[src/rtl/grid_drawer_param.sv]
// grid_drawer_param
//
// Purpose:
//   Streams the pixels of a square CELLS x CELLS game grid into the frame-buffer
//   writer. Each clock it emits one pixel as x_out/y_out/colour_out, qualified
//   by plot. All horizontal lines are drawn first, then all vertical lines.
//   A start/busy/done handshake lets the top-level control FSM sequence this
//   drawer with the other drawers.
//
// Configuration macro:
//   GRID_BORDER_EN - when defined, the outer border lines (k = 0 and
//                    k = CELLS) are drawn as well. When undefined, only the
//                    interior lines are drawn, which gives an open
//                    tic-tac-toe style border.
//
// Ports:
//   clk        in   clock; all state changes on the rising edge
//   resetn     in   synchronous, active-low reset
//   start      in   begin a draw; only sampled while idle
//   colour_in  in   line colour, latched when start is accepted
//   busy       out  high while pixels are being plotted
//   done       out  one-cycle pulse after the last pixel
//   x_out      out  pixel x coordinate (X_W bits)
//   y_out      out  pixel y coordinate (Y_W bits)
//   colour_out out  latched line colour
//   plot       out  pixel valid / frame-buffer write enable
module grid_drawer_param #(
    parameter int X_W   = 8,
    parameter int Y_W   = 7,
    parameter int X0    = 23,
    parameter int Y0    = 3,
    parameter int CELLS = 3,
    parameter int PITCH = 38,
    parameter int THICK = 2
) (
    input  logic           clk,
    input  logic           resetn,
    input  logic           start,
    input  logic [2:0]     colour_in,
    output logic           busy,
    output logic           done,
    output logic [X_W-1:0] x_out,
    output logic [Y_W-1:0] y_out,
    output logic [2:0]     colour_out,
    output logic           plot
);

    localparam int LEN = CELLS * PITCH + THICK;

`ifdef GRID_BORDER_EN
    localparam int K_LO = 0;
    localparam int K_HI = CELLS;
`else
    localparam int K_LO = 1;
    localparam int K_HI = CELLS - 1;
`endif

    localparam int LINES = K_HI - K_LO + 1;

    localparam logic [31:0] P_LAST    = 32'(LEN - 1);
    localparam logic [31:0] T_LAST    = 32'(THICK - 1);
    localparam logic [31:0] K_FIRST   = 32'(K_LO);
    localparam logic [31:0] K_LAST    = 32'(K_HI);
    localparam logic [31:0] ACC_FIRST = 32'(K_LO * PITCH);
    localparam logic [31:0] PITCH_W   = 32'(PITCH);
    localparam logic [31:0] X0_W      = 32'(X0);
    localparam logic [31:0] Y0_W      = 32'(Y0);

    typedef enum logic [1:0] {
        IDLE,
        HORIZ,
        VERT,
        DONE
    } state_t;

    state_t      state;
    logic [31:0] k;
    logic [31:0] t;
    logic [31:0] p;
    logic [31:0] acc;

    logic [X_W-1:0] pix_x;
    logic [Y_W-1:0] pix_y;
    logic           last_p;
    logic           last_t;
    logic           last_k;

    // The counters always point at the pixel to be emitted on the next edge.
    // acc holds k*PITCH, so the line offset never needs a multiplier. The
    // horizontal pass runs p along x; the vertical pass swaps the roles of
    // the along-line and across-line offsets.
    always_comb begin
        pix_x = X_W'(X0_W + p);
        pix_y = Y_W'(Y0_W + acc + t);
        if (state == VERT) begin
            pix_x = X_W'(X0_W + acc + t);
            pix_y = Y_W'(Y0_W + p);
        end
    end

    assign last_p = (p == P_LAST);
    assign last_t = (t == T_LAST);
    assign last_k = (k == K_LAST);

    // Main sequencer. Every output is registered here, so the pixel for the
    // current counter values appears one edge after the counters hold it.
    // The run ends with one DONE cycle that raises the done pulse and drops
    // plot/busy together. With no lines to draw the run skips straight to
    // DONE, so done still arrives without any plot cycles.
    always_ff @(posedge clk) begin
        if (!resetn) begin
            state      <= IDLE;
            plot       <= 1'b0;
            busy       <= 1'b0;
            done       <= 1'b0;
            x_out      <= X_W'(X0);
            y_out      <= Y_W'(Y0);
            colour_out <= 3'b111;
            k          <= '0;
            t          <= '0;
            p          <= '0;
            acc        <= '0;
        end else begin
            case (state)
                IDLE: begin
                    plot <= 1'b0;
                    busy <= 1'b0;
                    done <= 1'b0;
                    if (start) begin
                        colour_out <= colour_in;
                        k          <= K_FIRST;
                        acc        <= ACC_FIRST;
                        t          <= '0;
                        p          <= '0;
                        state      <= (LINES > 0) ? HORIZ : DONE;
                    end
                end

                HORIZ, VERT: begin
                    plot  <= 1'b1;
                    busy  <= 1'b1;
                    x_out <= pix_x;
                    y_out <= pix_y;
                    if (!last_p) begin
                        p <= p + 32'd1;
                    end else begin
                        p <= '0;
                        if (!last_t) begin
                            t <= t + 32'd1;
                        end else begin
                            t <= '0;
                            if (!last_k) begin
                                k   <= k + 32'd1;
                                acc <= acc + PITCH_W;
                            end else begin
                                k     <= K_FIRST;
                                acc   <= ACC_FIRST;
                                state <= (state == HORIZ) ? VERT : DONE;
                            end
                        end
                    end
                end

                DONE: begin
                    plot  <= 1'b0;
                    busy  <= 1'b0;
                    done  <= 1'b1;
                    state <= IDLE;
                end

                default: begin
                    state <= IDLE;
                end
            endcase
        end
    end

endmodule

[config.mk]
export PLATFORM = sky130hd
export DESIGN_NAME = grid_drawer_param
export DESIGN_NICKNAME = d
export VERILOG_FILES = /design/src/rtl/grid_drawer_param.sv
export SDC_FILE = /design/constraint.sdc
export NUM_CORES = 1
export LEC_CHECK = 0
export CAP_MARGIN = 20
export CORE_ASPECT_RATIO = 0.75
export CORE_UTILIZATION = 50
export DETAILED_ROUTE_END_ITERATION = 10
export PLACE_DENSITY = 0.68
export SYNTH_ARGS = -nofsm -noshare
export SYNTH_HDL_FRONTEND = slang
export SYNTH_SLANG_ARGS = --single-unit
export TNS_END_PERCENT = 5
[constraint.sdc]
create_clock -name clk -period 2.4 [get_ports clk]
set_input_delay 0.48 -clock clk [delete_from_list [all_inputs] [get_ports clk]]
set_output_delay 0.48 -clock clk [all_outputs]
set_load 0.01 [all_outputs]
==> results of run 1 <==
[per-layer routing]
metal / up-vias / global-route usage, % / part of all wire (%)
met5: - / 0 / 0
met4: 0 / 9.40 / 2.1
met3: 43 / 6.15 / 6.3
met2: 263 / 45.0 / 46
met1: 3226 / 36.5 / 45
li1: 3254 / - / -
[final cells by class]
cell class	instances	area, sq um	share of cell area, %
Inverter	34	128	1.41
Multi-Input combinational cell	634	4280	47.5
Sequential cell	125	2510	27.9
Clock buffer	24	472	5.23
Clock inverter	7	113	1.25
Timing Repair Buffer	159	1300	14.4
Tap cell	171	214	2.37
[timing repair]
| item | CTS | global route |
|---|---|---|
| setup buffers | 6 | 2 |
| gates cloned | 1 | 0 |
| setup endpoints to repair | 26 | 49 |
| resized for setup | 24 | 42 |
| pin swaps | 9 | 15 |
| hold endpoints to repair | 0 | 0 |
[logic make-up after synthesis]
family,share of synthesized area (%)
compound gates,12.9
xor+xnor,10.8
fa+ha+maj,4.93
buf+inv,4.56
flops,36.8
mux,0.442
simple gates,29.5
[sequential cells by signal (all words and copies together) (netlist names)]
register	flops
x_out	8
t	32
y_out	7
plot	1
p	32
k	32
colour_out	3
acc	7
state	2
done	1
[tightest hold or removal path: stages (launching register included)]
cell	delay, ns
sky130_fd_sc_hd__dfxtp_1	0.31
sky130_fd_sc_hd__nand2_1	0.05
sky130_fd_sc_hd__nand3_1	0.06
[cells in the mapped netlist (all sizes together), types with 2 or more instances]
cell | count | area (sq um)
nand4 | 44 | 294
nor2b | 7 | 43.8
or4 | 14 | 105
a31oi | 4 | 25.0
o2bb2ai | 2 | 17.5
o2111ai | 3 | 26.3
inv | 34 | 128
o311a | 2 | 20.0
a211o | 3 | 26.3
dfxtp | 125 | 2500
mux2i | 3 | 30.0
and3 | 13 | 81.3
nand3 | 37 | 185
buf | 13 | 62.6
o211ai | 5 | 37.5
nor3b | 4 | 30.0
and2 | 8 | 50.1
nor4b | 4 | 35.0
xor2 | 47 | 412
a21boi | 2 | 15.0
or3 | 18 | 113
nor4 | 24 | 184
nand4b | 3 | 26.3
o31ai | 9 | 67.6
ha | 26 | 325
o21a | 4 | 30.0
a211oi | 5 | 37.5
nor2 | 108 | 405
xnor2 | 37 | 324
nor3 | 12 | 60.1
nand2b | 5 | 31.3
nand2 | 62 | 233
clkbuf | 32 | 120
a21oi | 47 | 235
a21o | 2 | 15.0
and4 | 10 | 87.6
o21ai | 44 | 224
[worst paths after layout]
kind	end	slack [ns]
worst max-delay path	k[28]	0.01
worst max register to register	k[28]	0.01
worst min-delay path	colour_out[0]	0.48
worst min register to register	colour_out[0]	0.48
[through the flow]
step | setup TNS, ns | cell area, sq um
after floorplan | -0.112 | 6810
after global placement | -1.58 | 8070
after detailed placement | -3.65 | 8070
after CTS | 0 | 8840
after global routing | -0.572 | 9020
final | 0 | 9020
[power by group through the flow]
stage / clock, mW / combinational, mW / sequential (mW)
2_1_floorplan: 0 / 1.89 / 2.48
3_3_place_gp: 0 / 3.12 / 2.43
3_5_place_dp: 0 / 3.20 / 2.45
4_1_cts: 2.59 / 3.45 / 2.41
5_1_grt: 2.70 / 4.00 / 2.44
6_report: 2.57 / 3.72 / 2.43
==> flow_summary.rst, run 1 <==
.. list-table::
   :header-rows: 1

   * - Metric
     - Value
   * - Result of the run
     - completed
   * - Global router's overall resource usage
     - 27.7%
   * - Cell at the slowest stage of the critical path
     - sky130_fd_sc_hd__or4_1
   * - Post-Route Utilization
     - 68.8%
   * - Crit start category
     - flop
   * - Levels on crit path
     - 8
   * - Crit. Startpoint
     - p[0]
   * - Post-route worst setup slack
     - approximately 0.013 ns
   * - Worst setup skew after layout
     - ~0.0096 ns
   * - Crit path max fanout
     - 5
   * - Cell count after placement
     - roughly 1100
   * - Mapped Avg Cell Area
     - between 8 and 9 sq um
   * - Leftover overflow at the end of global routing
     - 0
   * - Maximum number of pins on one net before global-route repair
     - 32
   * - Cell count of the worst reg-to-reg path
     - 8
   * - Share of post-route cells with drive strength above 1
     - 22.5%
   * - Antenna viol nets, final
     - 0
   * - Number of hold buffers added after CTS
     - 0
   * - CP Cell Sequence
     - ha_4 -> nor4b_4 -> nand4_4 -> o41ai_4 -> buf_4 -> nand4_4 -> or4_1 -> a21oi_1
   * - Via count
     - approximately 6800
   * - Count of unique library cells instantiated by Yosys
     - 59
   * - HP Start
     - colour_out[0]
   * - Placeable core region
     - 13100 sq um
   * - Sort of element at the end of the critical path
     - flop
   * - Via-to-Cell Ratio
     - between 5 and 6
   * - Share of synthesized registers carrying an async set or reset
     - 0%
   * - Ports
     - 27
   * - Nets@finish
     - between 1000 and 1500
   * - Clock share of power
     - 29.5%
   * - Setup repair after global routing missed its margin
     - true
   * - Post-layout total power
     - around 8.7 mW
   * - Combinational Power Share
     - 42.7%
   * - Antenna violations before repair
     - 0
   * - Final GP Congestion
     - 0.894
   * - Power density normalized to cell area
     - ~970 nW/um^2
   * - Via count of the first global-routing pass
     - 6170
   * - Critical path's top delay family
     - simple AND/OR/NAND/NOR gates
   * - Synth Register Bits
     - ~130
   * - Tightest Pin Transition
     - between 0.5 and 0.6 ns
   * - Number of buffers and inverters on the critical path
     - 1
   * - Area growth syn-to-layout
     - 32.7%
   * - Total die area
     - approximately 14000 sq um
   * - Proportion of power drawn by flip-flops and latches
     - 27.8%
   * - Internal power
     - around 5.5 mW
   * - Number of buffers added by the clock tree synthesis step
     - 17
   * - Worst min-delay path class
     - flop to flop
   * - Critical path's most frequent cell
     - sky130_fd_sc_hd__nand4_4
   * - Floorplan die width
     - about 140 um
   * - Total number of clock tree sinks
     - about 130
   * - WS Path Type
     - flop to flop
   * - Maximum clock rate
     - roughly 420 MHz
   * - Filler cell count
     - 1012
   * - Worst path arrival time
     - approximately 2.7 ns
   * - Total leakage power
     - about 3.4 nW
   * - Number of failing setup endpoints in the final timing report
     - 0
   * - Deepest level of the CTS H-tree
     - 4
   * - Synth warn
     - 0
   * - Required @ worst endpoint
     - 2.75 ns
   * - Post-Route WL
     - 19100 um
   * - Non-filler cells in the finished layout
     - approximately 1200
   * - Hold Violations, Final
     - 0
   * - Cells after synthesis
     - 837
   * - Worst skew pair latency
     - around 0.42 ns
   * - Routed wirelength normalized by instance count
     - between 15 and 20 um
   * - Diodes inserted
     - 0
   * - Shortest clock period the worst path allows after layout
     - approximately 2.4 ns
   * - Die outline height
     - slightly above 100 um
   * - Clock-pin slew on the worst setup and hold paths
     - around 0.060 ns
   * - Net switching power figure
     - roughly 3.2 mW
   * - Post-route worst hold slack
     - ~0.48 ns
   * - Number of maximum-capacitance violations
     - 0
   * - Cell depth of the worst min-delay path
     - 2
   * - Count of input and output buffers
     - 26
   * - Critical path's largest stage delay
     - roughly 0.5 ns
   * - Worst-case clock buffer depth
     - 2
   * - Switching power as a share of total power
     - between 30 and 40%
   * - Drt pass-1 iters
     - 5
   * - Minimum setup slack after placement
     - -0.202 ns
   * - Post-synthesis cell area
     - about 6800 sq um
   * - Syn_nets
     - a little under 900
   * - Detailed-route DRC error count
     - 0
   * - Tcrit/Tclk final
     - about 99%
   * - First-pass GRT wire length
     - 30400 um
   * - Commonest non-fill, non-tap cells in the layout
     - sky130_fd_sc_hd__buf_4, sky130_fd_sc_hd__dfxtp_1, sky130_fd_sc_hd__nor2_1
   * - Number of max-slew violations in the final report
     - 0
   * - Primary flip-flop cell chosen by synthesis mapping
     - sky130_fd_sc_hd__dfxtp_1
   * - First-iteration detailed-routing DRC count
     - just over 500
   * - Root Driver
     - sky130_fd_sc_hd__clkbuf_16
   * - Max-slew headroom at the worst pin
     - between 60% and 70%
   * - Number of enable-type register cells in the synthesized netlist
     - 0
   * - CTS tree
     - built
   * - Standard-cell row count
     - 36
   * - Post-synthesis sequential area ratio
     - 36.8%
   * - Most common cell after layout, fill and taps aside
     - sky130_fd_sc_hd__buf_4
   * - Worst VDD drop
     - around 840 uV
   * - Post-detail-place hpwl
     - about 13000 um
   * - Initial core utilization
     - between 50 and 60%
   * - R2r startpoint
     - p[0]
(Power assumes the default switching activity.)
==> run 2, diff against run 1 <==
--- a/config.mk
+++ b/config.mk
@@ -10,6 +10,7 @@
 export CORE_UTILIZATION = 50
 export DETAILED_ROUTE_END_ITERATION = 10
 export PLACE_DENSITY = 0.68
+export SETUP_SLACK_MARGIN = 0.05
 export SYNTH_ARGS = -nofsm -noshare
 export SYNTH_HDL_FRONTEND = slang
 export SYNTH_SLANG_ARGS = --single-unit
==> run 2 against run 1 <==
  * The run now ends with setup timing left
  * Clock skew down 0.0027 ns
  * Critical path type unchanged
  * Non-clock buffer count increased by 7
  * Die area unchanged
  * Highest routed layer unchanged
==> flow_summary.rst, run 2 (synthesis results as in run 1) <==
.. list-table::
   :header-rows: 1

   * - Metric
     - Value
   * - Internal power
     - 5.61 mW
   * - Worst VDD drop
     - between 700 and 800 uV
   * - Shortest clock period the worst path allows after layout
     - between 2 and 2.5 ns
   * - Worst-case clock buffer depth
     - 2
   * - Crit start category
     - flop
   * - Root Driver
     - sky130_fd_sc_hd__clkbuf_16
   * - Worst skew pair latency
     - about 0.42 ns
   * - Worst path arrival time
     - 2.79 ns
   * - Registers with the highest flip-flop counts
     - k: 32 flops, p: 32 flops, t: 32 flops
   * - Maximum number of pins on one net before global-route repair
     - 31
   * - Worst setup skew after layout
     - around 0.0069 ns
   * - Ports
     - 27
   * - Number of buffers added by the clock tree synthesis step
     - 17
   * - Detailed-route DRC error count
     - 0
   * - Tcrit/Tclk final
     - 102%
   * - Global router's overall resource usage
     - 27.3%
   * - Max-slew headroom at the worst pin
     - between 50% and 60%
   * - Switching power as a share of total power
     - around 37%
   * - Antenna violations before repair
     - 0
   * - Via count of the first global-routing pass
     - 6184
   * - Diodes inserted
     - 0
   * - Share of post-route cells with drive strength above 1
     - approximately a quarter
   * - Routed wirelength normalized by instance count
     - 16.7 um
   * - Combinational Power Share
     - ~45%
   * - CTS tree
     - built
   * - Worst min-delay path class
     - flop to flop
   * - Number of maximum-capacitance violations
     - 0
   * - Clock-pin slew on the worst setup and hold paths
     - 0.05 ns
   * - Post-Route WL
     - 19300 um
   * - Maximum clock rate
     - about 410 MHz
   * - WS Path Type
     - flop to flop
   * - Die outline height
     - slightly above 100 um
   * - Final GP Congestion
     - 0.957
   * - Total number of clock tree sinks
     - 125
   * - Most common cell after layout, fill and taps aside
     - sky130_fd_sc_hd__buf_4
   * - Cell depth of the worst min-delay path
     - 2
   * - Cell count of the worst reg-to-reg path
     - 10
   * - Sort of element at the end of the critical path
     - flop
   * - Total negative slack for setup checks
     - -0.0541 ns
   * - Result of the run
     - finished, violations left
   * - Placeable core region
     - between 10000 and 15000 sq um
   * - Proportion of power drawn by flip-flops and latches
     - between 20% and 30%
   * - Number of hold buffers added after CTS
     - 0
   * - Violations in the final reports
     - setup timing
   * - End point of the worst hold path
     - colour_out[0]
   * - Antenna viol nets, final
     - 0
   * - Total leakage power
     - between 3 and 4 nW
   * - R2r startpoint
     - t[2]
   * - Via-to-Cell Ratio
     - slightly below 6
   * - Initial core utilization
     - between 50% and 60%
   * - Deepest level of the CTS H-tree
     - 4
   * - Total die area
     - ~14000 sq um
   * - Required @ worst endpoint
     - about 2.7 ns
   * - Register-to-register setup slack
     - -0.05 ns
   * - Endpoint of the lowest-slack register-to-register path
     - y_out[6]
   * - Hold Violations, Final
     - 0
   * - Via count
     - around 6800
   * - Post-route worst hold slack
     - 0.466 ns
   * - Area growth syn-to-layout
     - 34.6%
   * - First-iteration detailed-routing DRC count
     - 502
   * - Drt pass-1 iters
     - 6
   * - Post-route worst setup slack
     - -0.0541 ns
   * - Net switching power figure
     - roughly 3.3 mW
   * - Count of input and output buffers
     - 26
   * - Clock share of power
     - roughly 28%
   * - Commonest non-fill, non-tap cells in the layout
     - sky130_fd_sc_hd__buf_4, sky130_fd_sc_hd__dfxtp_1, sky130_fd_sc_hd__nor2_1
   * - Setup repair after global routing missed its margin
     - true
   * - Floorplan die width
     - around 140 um
   * - Leftover overflow at the end of global routing
     - 0
   * - Crit path max fanout
     - 4
   * - Number of max-slew violations in the final report
     - 0
   * - First-pass GRT wire length
     - approximately 30000 um
   * - Minimum setup slack after placement
     - -0.144 ns
   * - Post-detail-place hpwl
     - approximately 13000 um
   * - Power density normalized to cell area
     - just under 1000 nW/um^2
   * - Nets@finish
     - 1009
   * - Tightest Pin Transition
     - 0.698 ns
   * - Standard-cell row count
     - 36
   * - HP Start
     - colour_out[0]
   * - Number of failing setup endpoints in the final timing report
     - 1
-- run 2: cell count changes in the layout (fill, tap and decap cells not counted), sizes merged --
cell	before	now
buf	133	140
bufinv	3	1
clkbuf	24	26
clkinv	3	4
nand4	45	44
-- run 2: worst max-delay path, cell delays in order (launching register included) --
cell and delay [ns]:
sky130_fd_sc_hd__dfxtp_2 0.36, sky130_fd_sc_hd__inv_2 0.06, sky130_fd_sc_hd__ha_4 0.21, sky130_fd_sc_hd__buf_4 0.13, sky130_fd_sc_hd__ha_1 0.34, sky130_fd_sc_hd__a21oi_1 0.25
sky130_fd_sc_hd__o21ai_0 0.12, sky130_fd_sc_hd__a21o_1 0.19, sky130_fd_sc_hd__maj3_1 0.39, sky130_fd_sc_hd__xnor2_2 0.15, sky130_fd_sc_hd__a31oi_1 0.16
-- run 2: what timing repair did --
action,in CTS,in global routing
pin swaps,7,37
gates cloned,0,0
buffers inserted,5,4
setup endpoints to repair,51,85
gates resized for setup,24,60
-- run 2: per-stage QoR --
| stage | total power [mW] | area (sq um) | cells | utilization, % |
|---|---|---|---|---|
| floorplan | 4.37 | 6840 | 837 | - |
| global placement | 5.71 | 8130 | 1120 | 62.0 |
| detailed placement | 5.80 | 8130 | 1120 | 62.0 |
| CTS | 8.48 | 8860 | 1157 | 67.6 |
| global route | 9.39 | 9150 | 1161 | 69.8 |
| finish | 8.95 | 9150 | 1161 | 69.8 |
-- run 2: worst max-delay path by stage --
stage           from       end  slack [ns]  cells past startpoint
2_1_floorplan   t[2]  x_out[7]       -0.03                     10
3_3_place_gp   start     k[18]       -0.15                      8
3_5_place_dp   start     k[20]       -0.14                      8
4_1_cts         p[1]     k[31]        0.04                      8
5_1_grt        p[25]     k[26]       -0.05                      8
6_report        t[2]  y_out[6]       -0.05                     10
-- run 2: routing by layer --
layer / GRT usage (%) / part of all wire [%] / vias up
li1: - / - / 3278
met1: 37.1 / 45 / 3181
met2: 42.9 / 45 / 242
met3: 5.16 / 6.5 / 52
met4: 10.7 / 2.7 / 0
met5: 0 / 0 / -
-- run 2: area by class of cell --
type	instances	area [sq um]
multi-input cells	633	4350
fillers	967	3960
flip-flops and latches	125	2520
repair buffers	166	1380
clock buffers	26	509
well taps	171	214
inverters	34	128
clock inverters	6	57.6
-- run 2: power groups by stage --
stage	registers (mW)	logic (mW)	clock network (mW)
floorplan	2.48	1.89	0
global placement	2.42	3.28	0
detailed placement	2.44	3.36	0
CTS	2.41	3.57	2.50
global route	2.44	4.33	2.62
finish	2.42	4.05	2.48
==> run 3, diff against run 2 <==
--- a/config.mk
+++ b/config.mk
@@ -9,6 +9,7 @@
 export CORE_ASPECT_RATIO = 0.75
 export CORE_UTILIZATION = 50
 export DETAILED_ROUTE_END_ITERATION = 10
+export MAX_ROUTING_LAYER = met4
 export PLACE_DENSITY = 0.68
 export SETUP_SLACK_MARGIN = 0.05
 export SYNTH_ARGS = -nofsm -noshare
==> run 3 against run 2 <==
  * Utilization rose by 0.40 points
  * Worst setup slack improved by 0.074 ns
  * Clock power rose by 15%
  * Wire length is 1.5% lower
  * Combinational power about the same
  * Register-to-register slack gained 0.07 ns
  * The flow now finishes without violations
  * Non-clock buffer count is 4 lower
  * Power rose by 4.2%
  * Clock skew about the same
==> flow_summary.rst, run 3 (synthesis results as in run 1) <==
.. list-table::
   :header-rows: 1

   * - Metric
     - Value
   * - Number of max-slew violations in the final report
     - 0
   * - CP Cell Sequence
     - nor4_2 -> nand4_1 -> o41ai_4 -> buf_4 -> buf_4 -> nand3_1 -> or4_1 -> a21oi_1
   * - Number of buffers added by the clock tree synthesis step
     - 17
   * - Via count
     - about 6700
   * - Global router's overall resource usage
     - between 20% and 30%
   * - Final std cell area, no fill
     - 9210 sq um
   * - Worst skew pair latency
     - approximately 0.43 ns
   * - Net switching power figure
     - roughly 3.4 mW
   * - Crit path max fanout
     - 4
   * - Post-detail-place hpwl
     - between 10000 and 15000 um
   * - CTS tree
     - built
   * - First-pass GRT wire length
     - 29500 um
   * - Non-filler cells in the finished layout
     - ~1200
   * - Filler cell count
     - between 900 and 1000
   * - Registers with the highest flip-flop counts
     - k: 32 flops, p: 32 flops, t: 32 flops
   * - Worst min-delay path class
     - flop to flop
   * - Cell depth of the worst min-delay path
     - 2
   * - Final GP Congestion
     - 0.953
   * - Setup repair after global routing missed its margin
     - true
   * - Switching power as a share of total power
     - about 36%
   * - Proportion of power drawn by flip-flops and latches
     - 26.0%
   * - Nets@finish
     - between 1000 and 1500
   * - Most common cell after layout, fill and taps aside
     - sky130_fd_sc_hd__buf_4
   * - Post-Route WL
     - 19000 um
   * - Sort of element at the end of the critical path
     - flop
   * - Clock share of power
     - between 30% and 40%
   * - Worst VDD drop
     - roughly 830 uV
   * - Root Driver
     - sky130_fd_sc_hd__clkbuf_16
   * - Tcrit/Tclk final
     - roughly 99%
   * - Standard-cell row count
     - 36
   * - Ports
     - 27
   * - Antenna viol nets, final
     - 0
   * - Cell at the slowest stage of the critical path
     - sky130_fd_sc_hd__or4_1
   * - Max-slew headroom at the worst pin
     - 68.1%
   * - Total die area
     - roughly 14000 sq um
   * - Area growth syn-to-layout
     - 35.4%
   * - First-iteration detailed-routing DRC count
     - approximately 470
   * - Cell count of the worst reg-to-reg path
     - 8
   * - Number of failing setup endpoints in the final timing report
     - 0
   * - Clock-pin slew on the worst setup and hold paths
     - approximately 0.060 ns
   * - Shortest clock period the worst path allows after layout
     - 2.38 ns
   * - Floorplan die width
     - 137 um
   * - Deepest level of the CTS H-tree
     - 4
   * - Maximum number of pins on one net before global-route repair
     - 35
   * - WS Path Type
     - flop to flop
   * - Number of maximum-capacitance violations
     - 0
   * - Worst path arrival time
     - approximately 2.7 ns
   * - Result of the run
     - completed
   * - Hold Violations, Final
     - 0
   * - Critical path's most frequent cell
     - sky130_fd_sc_hd__buf_4
   * - Combinational Power Share
     - a little over two fifths
   * - Share of post-route cells with drive strength above 1
     - approximately 24%
   * - Cell area after placement
     - between 8000 and 9000 sq um
   * - Routed wirelength normalized by instance count
     - 16.5 um
   * - Internal power
     - around 5.9 mW
   * - Power density normalized to cell area
     - 1010 nW/um^2
   * - Number of hold buffers added after CTS
     - 0
   * - Crit start category
     - flop
   * - Initial core utilization
     - between 50 and 60%
   * - Diodes inserted
     - 0
   * - Antenna violations before repair
     - 0
   * - Via-to-Cell Ratio
     - 5.81
   * - Required @ worst endpoint
     - 2.76 ns
   * - Count of input and output buffers
     - 26
   * - Cell count after placement
     - 1114
   * - Drt pass-1 iters
     - 4
   * - Leftover overflow at the end of global routing
     - 0
   * - Detailed-route DRC error count
     - 0
   * - Via count of the first global-routing pass
     - 6132
   * - Critical path's largest stage delay
     - 0.42 ns
   * - Maximum clock rate
     - 420 MHz
   * - Worst setup skew after layout
     - approximately 0.007 ns
   * - Worst-case clock buffer depth
     - 2
   * - Total negative slack for setup checks
     - 0 ns
   * - Total number of clock tree sinks
     - roughly 130
   * - Placeable core region
     - approximately 13000 sq um
   * - Commonest non-fill, non-tap cells in the layout
     - sky130_fd_sc_hd__buf_4, sky130_fd_sc_hd__dfxtp_1, sky130_fd_sc_hd__nor2_1
   * - Die outline height
     - 103 um
   * - Tightest Pin Transition
     - around 0.48 ns
   * - Total leakage power
     - roughly 3.4 nW
## run 3: what timing repair did
action / CTS / global route
cloned: 0 / 2
buffers inserted: 1 / 8
endpoints found under the hold margin: 0 / 0
pin swaps: 9 / 37
endpoints found under the setup margin: 21 / 70
gates resized for setup: 20 / 66
## run 3: power groups by stage
stage               Clock [mW]  Sequential, mW  Combinational, mW
global route              2.94            2.44               4.38
global placement             0            2.43               3.30
finish                    2.84            2.42               4.07
detailed placement           0            2.44               3.36
floorplan                    0            2.48               1.89
CTS                       2.85            2.41               3.46
## run 3: final timing paths
check,from,endpoint,slack [ns]
max reg2reg,t[2],k[12],0.02
min reg2reg,y_out[5],y_out[5],0.47
max,t[2],k[12],0.02
min,y_out[5],y_out[5],0.47
## run 3: final cells by class
cell class	count	area, sq um	area share, %
inverters	34	133	1.44
clock buffers	20	467	5.07
flip-flops and latches	125	2520	27.4
repair buffers	162	1360	14.8
clock inverters	12	185	2.01
multi-input cells	633	4320	47.0
well taps	171	214	2.32
## run 3: metal layers
layer	part of all wire (%)	wire length, um	vias to the layer above	GRT usage, %
li1	-	-	3263	-
met1	47	9050	3240	36.3
met4	1.6	297	0	8.89
met5	0	0	-	-
met3	5.5	1040	25	5.46
met2	45	8660	189	43.1
## run 3: worst max-delay path, delay by kind of cell, from the launching register on
kind / cells / cell delay, ns
simple gates: 4 / 1.11
compound gates: 2 / 0.50
buf+inv: 2 / 0.33
flops: 1 / 0.36
## run 3: per-stage QoR
step | utilization [%] | total power [mW] | hold slack, ns | worst slack, ns
2_1_floorplan | - | 4.37 | 0.443 | -0.0322
3_3_place_gp | 61.6 | 5.73 | 0.450 | -0.0694
3_5_place_dp | 61.6 | 5.80 | 0.464 | -0.0841
4_1_cts | 67.5 | 8.71 | 0.473 | 0.0298
5_1_grt | 70.2 | 9.76 | 0.498 | -0.0664
6_report | 70.2 | 9.32 | 0.472 | 0.0198
